`config.mk`:
```
export PLATFORM = sky130hd
export DESIGN_NAME = lsu_ctrl
export DESIGN_NICKNAME = d
export VERILOG_FILES = /design/src/rtl/lsu_pkg.sv /design/src/rtl/lsu_lane_align.sv /design/src/rtl/lsu_ctrl.sv
export SDC_FILE = /design/constraint.sdc
export NUM_CORES = 1
export LEC_CHECK = 0
export CORE_MARGIN = 2
export CORE_UTILIZATION = 50
export CTS_CLUSTER_SIZE = 24
export DETAILED_ROUTE_END_ITERATION = 10
export GPL_ROUTABILITY_DRIVEN = 0
export GPL_TIMING_DRIVEN = 0
export HOLD_SLACK_MARGIN = 0.08
export PLACE_DENSITY = 0.8
export SLEW_MARGIN = 10
export SYNTH_ARGS = -nofsm -noshare
export SYNTH_HDL_FRONTEND = slang
export SYNTH_SLANG_ARGS = --single-unit
```
`constraint.sdc`:
```
create_clock -name clk -period 3.5 [get_ports clk]
set_input_delay 0.525 -clock clk [delete_from_list [all_inputs] [get_ports clk]]
set_output_delay 0.525 -clock clk [all_outputs]
set_load 0.01 [all_outputs]
```
`src/rtl/lsu_pkg.sv`:
```
// Shared definitions for the load/store control stage: funct3 encodings,
// FSM states and access decode helpers.
package lsu_pkg;

    localparam logic [2:0] F3_LB  = 3'b000;
    localparam logic [2:0] F3_LH  = 3'b001;
    localparam logic [2:0] F3_LW  = 3'b010;
    localparam logic [2:0] F3_LBU = 3'b100;
    localparam logic [2:0] F3_LHU = 3'b101;
    localparam logic [2:0] F3_SB  = 3'b000;
    localparam logic [2:0] F3_SH  = 3'b001;
    localparam logic [2:0] F3_SW  = 3'b010;

    typedef enum logic [1:0] {
        ST_IDLE,
        ST_ACC0,
        ST_ACC1,
        ST_RESP
    } lsu_state_e;

    function automatic logic [2:0] size_bytes(input logic [2:0] f3);
        case (f3[1:0])
            2'b00:   return 3'd1;
            2'b01:   return 3'd2;
            default: return 3'd4;
        endcase
    endfunction

    function automatic logic f3_illegal(input logic we, input logic [2:0] f3);
        if (we)
            return f3[2] || (f3[1:0] == 2'b11);
        else
            return (f3 == 3'b011) || (f3 == 3'b110) || (f3 == 3'b111);
    endfunction

endpackage

```
`src/rtl/lsu_lane_align.sv`:
```
// Combinational byte-lane logic: lane mask, split detection, write-data
// positioning and load merge/extension across two memory words.
module lsu_lane_align
    import lsu_pkg::*;
(
    input  logic [1:0]  off_i,
    input  logic [2:0]  n_i,
    input  logic [31:0] wdata_i,
    input  logic [31:0] rbuf0_i,
    input  logic [31:0] rbuf1_i,
    input  logic [2:0]  funct3_i,
    output logic [7:0]  mask_o,
    output logic        split_o,
    output logic [31:0] wword0_o,
    output logic [31:0] wword1_o,
    output logic [31:0] rdata_o
);

    logic [7:0]  base;
    logic [4:0]  sh;
    logic [63:0] wshift;
    logic [63:0] rshift;

    assign sh = {off_i, 3'b000};

    always_comb begin
        case (n_i)
            3'd1:    base = 8'h01;
            3'd2:    base = 8'h03;
            default: base = 8'h0F;
        endcase
    end

    assign mask_o   = base << off_i;
    assign split_o  = |mask_o[7:4];
    assign wshift   = {32'b0, wdata_i} << sh;
    assign wword0_o = wshift[31:0];
    assign wword1_o = wshift[63:32];
    assign rshift   = {rbuf1_i, rbuf0_i} >> sh;

    always_comb begin
        case (funct3_i)
            F3_LB:   rdata_o = {{24{rshift[7]}}, rshift[7:0]};
            F3_LH:   rdata_o = {{16{rshift[15]}}, rshift[15:0]};
            F3_LBU:  rdata_o = {24'b0, rshift[7:0]};
            F3_LHU:  rdata_o = {16'b0, rshift[15:0]};
            default: rdata_o = rshift[31:0];
        endcase
    end

endmodule

```
`src/rtl/lsu_ctrl.sv`:
```
// MEM-stage load/store controller: one request at a time, misaligned
// accesses split into two word cycles, registered response to writeback.
module lsu_ctrl
    import lsu_pkg::*;
#(
    parameter bit ALLOW_MISALIGNED = 1'b1
) (
    input  logic        clk,
    input  logic        rst,
    input  logic        req_valid,
    output logic        req_ready,
    input  logic        req_we,
    input  logic [2:0]  req_funct3,
    input  logic [31:0] req_addr,
    input  logic [31:0] req_wdata,
    output logic        resp_valid,
    input  logic        resp_ready,
    output logic [31:0] resp_rdata,
    output logic        resp_err,
    output logic [31:0] mem_addr,
    output logic        mem_we,
    output logic [3:0]  mem_be,
    output logic [31:0] mem_wdata,
    input  logic [31:0] mem_rdata
);

    lsu_state_e  state_q, state_d;
    logic        we_q, we_d;
    logic [2:0]  f3_q, f3_d;
    logic [31:0] addr_q, addr_d;
    logic [31:0] wdata_q, wdata_d;
    logic [31:0] rbuf0_q, rbuf0_d;
    logic [31:0] rbuf1_q, rbuf1_d;
    logic [31:0] rdata_q, rdata_d;
    logic        err_q, err_d;

    logic        idle;
    logic [1:0]  al_off;
    logic [2:0]  al_f3;
    logic [2:0]  al_n;
    logic [31:0] al_rbuf0, al_rbuf1;
    logic [7:0]  al_mask;
    logic        al_split;
    logic [31:0] al_w0, al_w1, al_rdata;

    assign idle = (state_q == ST_IDLE);

    // In IDLE the aligner decodes the incoming request so the split/error
    // decision is ready at the acceptance edge; otherwise the latched one.
    assign al_off = idle ? req_addr[1:0] : addr_q[1:0];
    assign al_f3  = idle ? req_funct3 : f3_q;
    assign al_n   = size_bytes(al_f3);

    // Forward the word being read this cycle so the extended result can be
    // registered on the same edge that enters RESP.
    assign al_rbuf0 = (state_q == ST_ACC0 && !we_q) ? mem_rdata : rbuf0_q;
    assign al_rbuf1 = (state_q == ST_ACC1 && !we_q) ? mem_rdata : rbuf1_q;

    lsu_lane_align u_align (
        .off_i    (al_off),
        .n_i      (al_n),
        .wdata_i  (wdata_q),
        .rbuf0_i  (al_rbuf0),
        .rbuf1_i  (al_rbuf1),
        .funct3_i (al_f3),
        .mask_o   (al_mask),
        .split_o  (al_split),
        .wword0_o (al_w0),
        .wword1_o (al_w1),
        .rdata_o  (al_rdata)
    );

    always_comb begin
        state_d    = state_q;
        we_d       = we_q;
        f3_d       = f3_q;
        addr_d     = addr_q;
        wdata_d    = wdata_q;
        rbuf0_d    = al_rbuf0;
        rbuf1_d    = al_rbuf1;
        rdata_d    = rdata_q;
        err_d      = err_q;
        req_ready  = 1'b0;
        resp_valid = 1'b0;
        mem_addr   = '0;
        mem_we     = 1'b0;
        mem_be     = '0;
        mem_wdata  = '0;

        case (state_q)
            ST_IDLE: begin
                req_ready = 1'b1;
                if (req_valid) begin
                    we_d    = req_we;
                    f3_d    = req_funct3;
                    addr_d  = req_addr;
                    wdata_d = req_wdata;
                    if (f3_illegal(req_we, req_funct3) || (!ALLOW_MISALIGNED && al_split)) begin
                        err_d   = 1'b1;
                        rdata_d = '0;
                        state_d = ST_RESP;
                    end else begin
                        state_d = ST_ACC0;
                    end
                end
            end
            ST_ACC0: begin
                mem_addr  = {addr_q[31:2], 2'b00};
                mem_be    = al_mask[3:0];
                mem_wdata = al_w0;
                mem_we    = we_q;
                if (al_split) begin
                    state_d = ST_ACC1;
                end else begin
                    rdata_d = we_q ? '0 : al_rdata;
                    state_d = ST_RESP;
                end
            end
            ST_ACC1: begin
                mem_addr  = {addr_q[31:2] + 30'd1, 2'b00};
                mem_be    = al_mask[7:4];
                mem_wdata = al_w1;
                mem_we    = we_q;
                rdata_d   = we_q ? '0 : al_rdata;
                state_d   = ST_RESP;
            end
            ST_RESP: begin
                resp_valid = 1'b1;
                if (resp_ready) begin
                    rdata_d = '0;
                    err_d   = 1'b0;
                    state_d = ST_IDLE;
                end
            end
            default: state_d = ST_IDLE;
        endcase
    end

    always_ff @(posedge clk or negedge rst) begin
        if (!rst) begin
            state_q <= ST_IDLE;
            we_q    <= 1'b0;
            f3_q    <= '0;
            addr_q  <= '0;
            wdata_q <= '0;
            rbuf0_q <= '0;
            rbuf1_q <= '0;
            rdata_q <= '0;
            err_q   <= 1'b0;
        end else begin
            state_q <= state_d;
            we_q    <= we_d;
            f3_q    <= f3_d;
            addr_q  <= addr_d;
            wdata_q <= wdata_d;
            rbuf0_q <= rbuf0_d;
            rbuf1_q <= rbuf1_d;
            rdata_q <= rdata_d;
            err_q   <= err_d;
        end
    end

    assign resp_rdata = rdata_q;
    assign resp_err   = err_q;

endmodule
```
=== After elaboration in Yosys (flattened, before gate mapping) ===
Cells that the tools add are included.

* Multiplexer cells: 31
* Equal/unequal tests: 17
* Add/subtract/negate cells: 1
* Shift operators: 3
* Reductions and logical operators: 16

{| class="wikitable"
|+ Operators with widths
! operator !! number
|-
| one-hot mux 32 bit (4 select lines) || 2
|-
| 2-to-1 mux 32 bit || 7
|-
| one-hot mux 32 bit (2 select lines) || 2
|-
| << shifter 32 x 5 -> 64 bit || 1
|-
| >> shifter 64 x 5 -> 32 bit || 1
|-
| adder 30 x 1 -> 30 bit, second input constant || 1
|-
| one-hot mux 4 bit (2 select lines) || 2
|-
| == test 3 bit, second input constant || 4
|-
| 2-to-1 mux 1 bit || 10
|-
| 2-to-1 mux 2 bit || 4
|-
| one-hot mux 2 bit (4 select lines) || 1
|-
| AND reduction 4 bit || 2
|-
| << shifter 4 x 2 -> 8 bit || 1
|-
| == test 2 bit, second input constant || 3
|-
| == test 3 x 1 -> 1 bit, second input constant || 2
|-
| == test 3 x 2 -> 1 bit, second input constant || 2
|-
| inequality test 2 bit, second input constant || 3
|-
| one-hot mux 3 bit (2 select lines) || 1
|-
| == test 2 x 1 -> 1 bit, second input constant || 2
|-
| zero test 2 bit || 2
|-
| AND reduction 2 bit || 2
|-
| OR reduction 4 bit || 1
|-
| zero test 3 bit || 1
|-
| logical OR 1 bit || 3
|-
| other kinds (7) || 8
|}

* Flip-flop bits (word level): 167
* Output and inout bits: 104
* Logic and storage cells: 77

=== Logic depth before layout (Yosys ltp) ===
Gate-level depths: netlist of run 1.

* Depth in word-level cells: 10
* Gate-level depth with buffers: 13

=== Modules after synthesis ===
From an unflattened synthesis of run 1, not the netlist that was laid out.

* Cells, all modules: 989
* Area total of the unflattened synthesis: 10139.7 µm²

{| class="wikitable"
|+ Modules (own cells, without submodules)
! module !! area an instance (µm²) !! cells an instance !! instances !! seq. area each (µm²)
|-
| lsu_ctrl || 8234.1 || 729 || 1 || 4179.0
|-
| lsu_lane_align || 1905.6 || 260 || 1 || 0.0
|}

=== Worst setup path before layout of run 1 ===
OpenSTA, ideal clock, no wires.

* Path type: register to output
* From: register state_q[0]
* To: output port mem_be[1]
* Path slack: 0.482 ns
* Stages on the path, launching flop included: 10
* Arrival time: 2.493 ns
* Data required time: 2.975 ns
* Path buffers: 4
* Cell sequence: dfrtp_1 > inv_1 > ha_1 > buf_6 > mux2i_4 > clkbuf_1 > clkbuf_1 > clkbuf_1 > o211ai_1 > a21boi_0

* Cells in the longest elaborated chain, start to end: 8
* Elaborated cells on any way between the ends: 13
* Those cells by class: eq/ne (5); shift (1); mux (5); reduce/logical (2)

{| class="wikitable"
|+ Ends and longest elaborated chain
! item !! line !! source
|-
| start: declaration || lsu_ctrl.sv:27 || <nowiki>lsu_state_e state_q, state_d;</nowiki>
|-
| start signal: assignment || lsu_ctrl.sv:151 || <nowiki>state_q <= state_d;</nowiki>
|-
| zero test 2 bit || lsu_ctrl.sv:46 || <nowiki>assign idle = (state_q == ST_IDLE);</nowiki>
|-
| 2-to-1 mux 3 bit || lsu_ctrl.sv:51 || <nowiki>assign al_f3 = idle ? req_funct3 : f3_q;</nowiki>
|-
| == test 2 x 1 -> 1 bit or zero test 2 bit (tied branches) || lsu_pkg.sv:22 || <nowiki>case (f3[1:0])</nowiki>
|-
| one-hot mux 3 bit (2 select lines) || lsu_pkg.sv:22 ||
|-
| == test 3 x 2 -> 1 bit or == test 3 x 1 -> 1 bit (tied branches) || lsu_lane_align.sv:27 || <nowiki>case (n_i)</nowiki>
|-
| one-hot mux 4 bit (2 select lines) || lsu_lane_align.sv:27 ||
|-
| << shifter 4 x 2 -> 8 bit || lsu_lane_align.sv:34 || <nowiki>assign mask_o = base << off_i;</nowiki>
|-
| one-hot mux 4 bit (2 select lines) * || lsu_ctrl.sv:90 || <nowiki>case (state_q)</nowiki>
|-
| end: declaration || lsu_ctrl.sv:22 || <nowiki>output logic [3:0] mem_be,</nowiki>
|}

Every way passes the cells marked *; elsewhere a longest branch is shown, timed or not.

=== Worst setup path after layout of run 1 ===
* From: register state_q[1]
* To: output port mem_wdata[14]

* Cells in the longest elaborated chain, start to end: 4
* Elaborated cells on any way between the ends: 6
* Those cells by class: eq/ne (2); shift (1); mux (2); reduce/logical (1)

{| class="wikitable"
|+ Ends and longest elaborated chain
! item !! line !! source
|-
| zero test 2 bit || lsu_ctrl.sv:46 ||
|-
| 2-to-1 mux 2 bit || lsu_ctrl.sv:50 || <nowiki>assign al_off = idle ? req_addr[1:0] : addr_q[1:0];</nowiki>
|-
| << shifter 32 x 5 -> 64 bit || lsu_lane_align.sv:36 || <nowiki>assign wshift = {32'b0, wdata_i} << sh;</nowiki>
|-
| one-hot mux 32 bit (2 select lines) * || lsu_ctrl.sv:90 ||
|-
| end: declaration || lsu_ctrl.sv:23 || <nowiki>output logic [31:0] mem_wdata,</nowiki>
|}

Marks and branches as above.

==> metrics.md, run 1 <==
| Metric | Value |
|---|---|
| Fin Setup TNS | `0 ns` |
| Ports | `208` |
| Post-synth top area share | `44.2%` |
| Wire length per cell | `21.1 um` |
| Setup violations, final | `0` |
| Reg-to-Reg Start | `state_q[1]` |
| Peak fanout along the critical path | `10` |
| Crit end category | `primary output` |
| Wirelength, routed | `29600 um` |
| Clk_lat worst skew | `0.43 ns` |
| I/O Buffers | `205` |
| Synth async-reset ratio | `100%` |
| Final hold viol count | `0` |
| Root Buffer | `clkbuf_16` |
| DRT iter0 DRCs | `1076` |
| 1st-pass router iterations | `6` |
| CP max-delay cell | `clkdlybuf4s50_1` |
| Leakage | `5.44 nW` |
| Max-slew headroom | `49.7%` |
| Global-route wire length before repair | `46100 um` |
| # rows | `49` |
| Pin count of the biggest net entering global routing | `87` |
| Synth Register Bits | `159` |
| Yosys Warn Count | `0` |
| Post-route cell area | `0.0123 sq mm` |
| Critical Path RT | `2.97 ns` |
| Critical path class | `register to primary output` |
| Layout area overhead | `37.2%` |
| Via density | `6.13` |
| Total congestion overflow | `0` |
| Area post-placement | `0.0114 sq mm` |
| Register area | `0.00398 sq mm` |
| Library cells used by synthesis | `58` |
| Clk slew on worst S/H paths | `0.06 ns` |
| Hold Crit Class | `input port to async pin` |
| Antenna violations before repair | `0` |
| Peak VDD IR | `0.593 mV` |
| Synth Instances | `920` |
| Fin worst setup slack | `0.0489 ns` |
| Slew Viols, Final | `0` |
| Ranking of synthesized cells by area | `dfrtp_1, mux2_2, nand2_1` |
| Post-synth top cells | `dfrtp_1, nand2_1, mux2_2` |
| Dominant cell type by area after synthesis | `dfrtp_1` |
| Diode count | `0` |
| Vias in the first global route | `8574` |
| Fillers | `1355` |
| Fin crit period | `3.45 ns` |
| Most frequent CP cell | `clkbuf_8` |
| Place WS | `-0.897 ns` |
| Register area share after synthesis | `44.2%` |
| Worst Setup Start Kind | `register` |
| Clock Tree Buf Depth | `2` |
| CP delay by family, top | `buffers and inverters` |
| Die Area | `0.0191 sq mm` |
| Final nets | `1272` |
| Clk_skew | `0.0114 ns` |
| Overall Global Routing Usage | `30.4%` |
| Core Area | `0.0178 sq mm` |
| H-tree depth | `4` |
| Crit path cell chain | `inv_2 -> ha_4 -> buf_8 -> mux2i_4 -> clkbuf_8 -> clkbuf_8 -> nand2_2 -> o22ai_1 -> and2_1 -> clkdlybuf4s50_1` |
| Buffers & Inverters on Critical Path | `5` |
| Top-count cell post-synth | `dfrtp_1` |
| Die height | `138 um` |
| Status | `complete, no violations` |
| Multi-input gate area | `0.00478 sq mm` |
| Layout cells sized above 1 | `22.0%` |
| Power density cells | `1080 mW/mm^2` |
| Initial core utilization | `50.5%` |
| # hold bufs at CTS | `0` |
| Cell area after synthesis | `0.00900 sq mm` |
| Post-route DRC violation count | `0` |
| Max_cap viols | `0` |
| Measured slew at the worst slew-check pin | `0.754 ns` |
| CTS tree | `done` |
| Via count | `8616` |
| Max Clk Rate | `290 MHz` |
| Crit-path max cell delay | `0.54 ns` |
| Worst Setup SP | `state_q[1]` |
| Syn Area/Cell | `9.79 sq um` |
| CTS Sinks | `159` |
| Commonest register cell after synthesis | `dfrtp_1` |
| ANT nets after route | `0` |
| WP data arrival | `2.93 ns` |
| CTS Buf Count | `17` |
| Post-synth EDFFs | `0` |
| DP HPWL | `21000 um` |
| Tcrit/Tclk final | `98.6%` |
| Die W | `138 um` |
through the flow:
| step | utilization [%] | power (mW) | std cells | hold WS [ns] |
|---|---|---|---|---|
| after floorplan | - | 7.95 | 921 | 0.229 |
| after global placement | 63.6 | 10.5 | 1355 | 0.470 |
| after detailed placement | 63.8 | 10.7 | 1356 | 0.479 |
| after CTS | 68.7 | 13.0 | 1403 | 0.0907 |
| after global routing | 69.2 | 14.0 | 1405 | 0.108 |
| final | 69.2 | 13.3 | 1405 | 0.0628 |
registers in the layout, summed over array words and instances, names as in the netlist, 2 cells and up:
| signal | count |
|---|---|
| addr_q | 32 |
| f3_q | 3 |
| rbuf0_q | 32 |
| rbuf1_q | 24 |
| resp_rdata | 32 |
| state_q | 2 |
| wdata_q | 32 |
per-layer routing:
metal  share of wire, %  global-route usage (%)  vias up
met1                 38                    39.2     4109
met4                3.8                    12.1        0
li1                   -                       -     3796
met2                 47                    49.4      595
met5                  0                       0        -
met3                 11                    7.97      116
what timing repair did:
item | CTS | global route
pin swaps | 5 | 3
buffers inserted | 16 | 4
setup endpoints to repair | 64 | 35
gates resized for setup | 121 | 29
logic make-up (layout without fill, tap and decap cells):
logic type | count (synthesis) | after routing | synth area share (%)
buffers and inverters | 87 | 342 | 4.06
muxes | 170 | 170 | 21.3
other | 1 | 2 | 0.0417
AOI/OAI and AO/OA | 211 | 211 | 14.9
xor gates and xnor gates | 4 | 4 | 0.389
DFF | 159 | 159 | 44.2
and+or+nand+nor | 283 | 283 | 14.4
adders and majority gates | 5 | 5 | 0.695
worst paths after layout:
kind | cells after the start | to | slack (ns)
worst min-delay path | 1 | rbuf1_q[12] | 0.06
worst max-delay path | 10 | mem_wdata[14] | 0.05
worst max register to register | 13 | resp_rdata[14] | 0.27
max in group asynchronous | 2 | wdata_q[8] | 2.62
min in group clk | 1 | rbuf0_q[9] | 0.49
worst min register to register | 1 | rbuf0_q[9] | 0.49
placed cells by master, fill, tap and decap left out, drive strengths merged, types with 16 or more instances in the layout:
cell           count
inv               18
dlygate4sd2       31
nor2              46
a21oi             42
nand3             16
o21ai             77
mux2i             41
mux2             127
nand2            140
a221o             16
clkdlybuf4s50    166
o22ai             17
buf               53
clkbuf            59
dfrtp            159
area by class of cell:
type,instances,area share [%]
multi-input cells,675,38.7
flip-flops and latches,159,32.2
repair buffers,226,17.9
clock buffers,22,3.84
plain buffers,67,3.64
well taps,229,2.32
clock inverters,10,0.851
inverters,17,0.517
where the power goes:
group          switching (mW)  internal, mW
Combinational            4.40          3.66
Clock                   0.797          1.04
Sequential              0.668          2.71
(Power assumes the default switching activity.)
==> inputs of run 2 (changes only) <==
--- a/config.mk
+++ b/config.mk
@@ -5,6 +5,7 @@
 export SDC_FILE = /design/constraint.sdc
 export NUM_CORES = 1
 export LEC_CHECK = 0
+export CAP_MARGIN = 20
 export CORE_MARGIN = 2
 export CORE_UTILIZATION = 50
 export CTS_CLUSTER_SIZE = 24
==> results of run 2 <==
Final layout, timing and power as in run 1 (identical DEF).
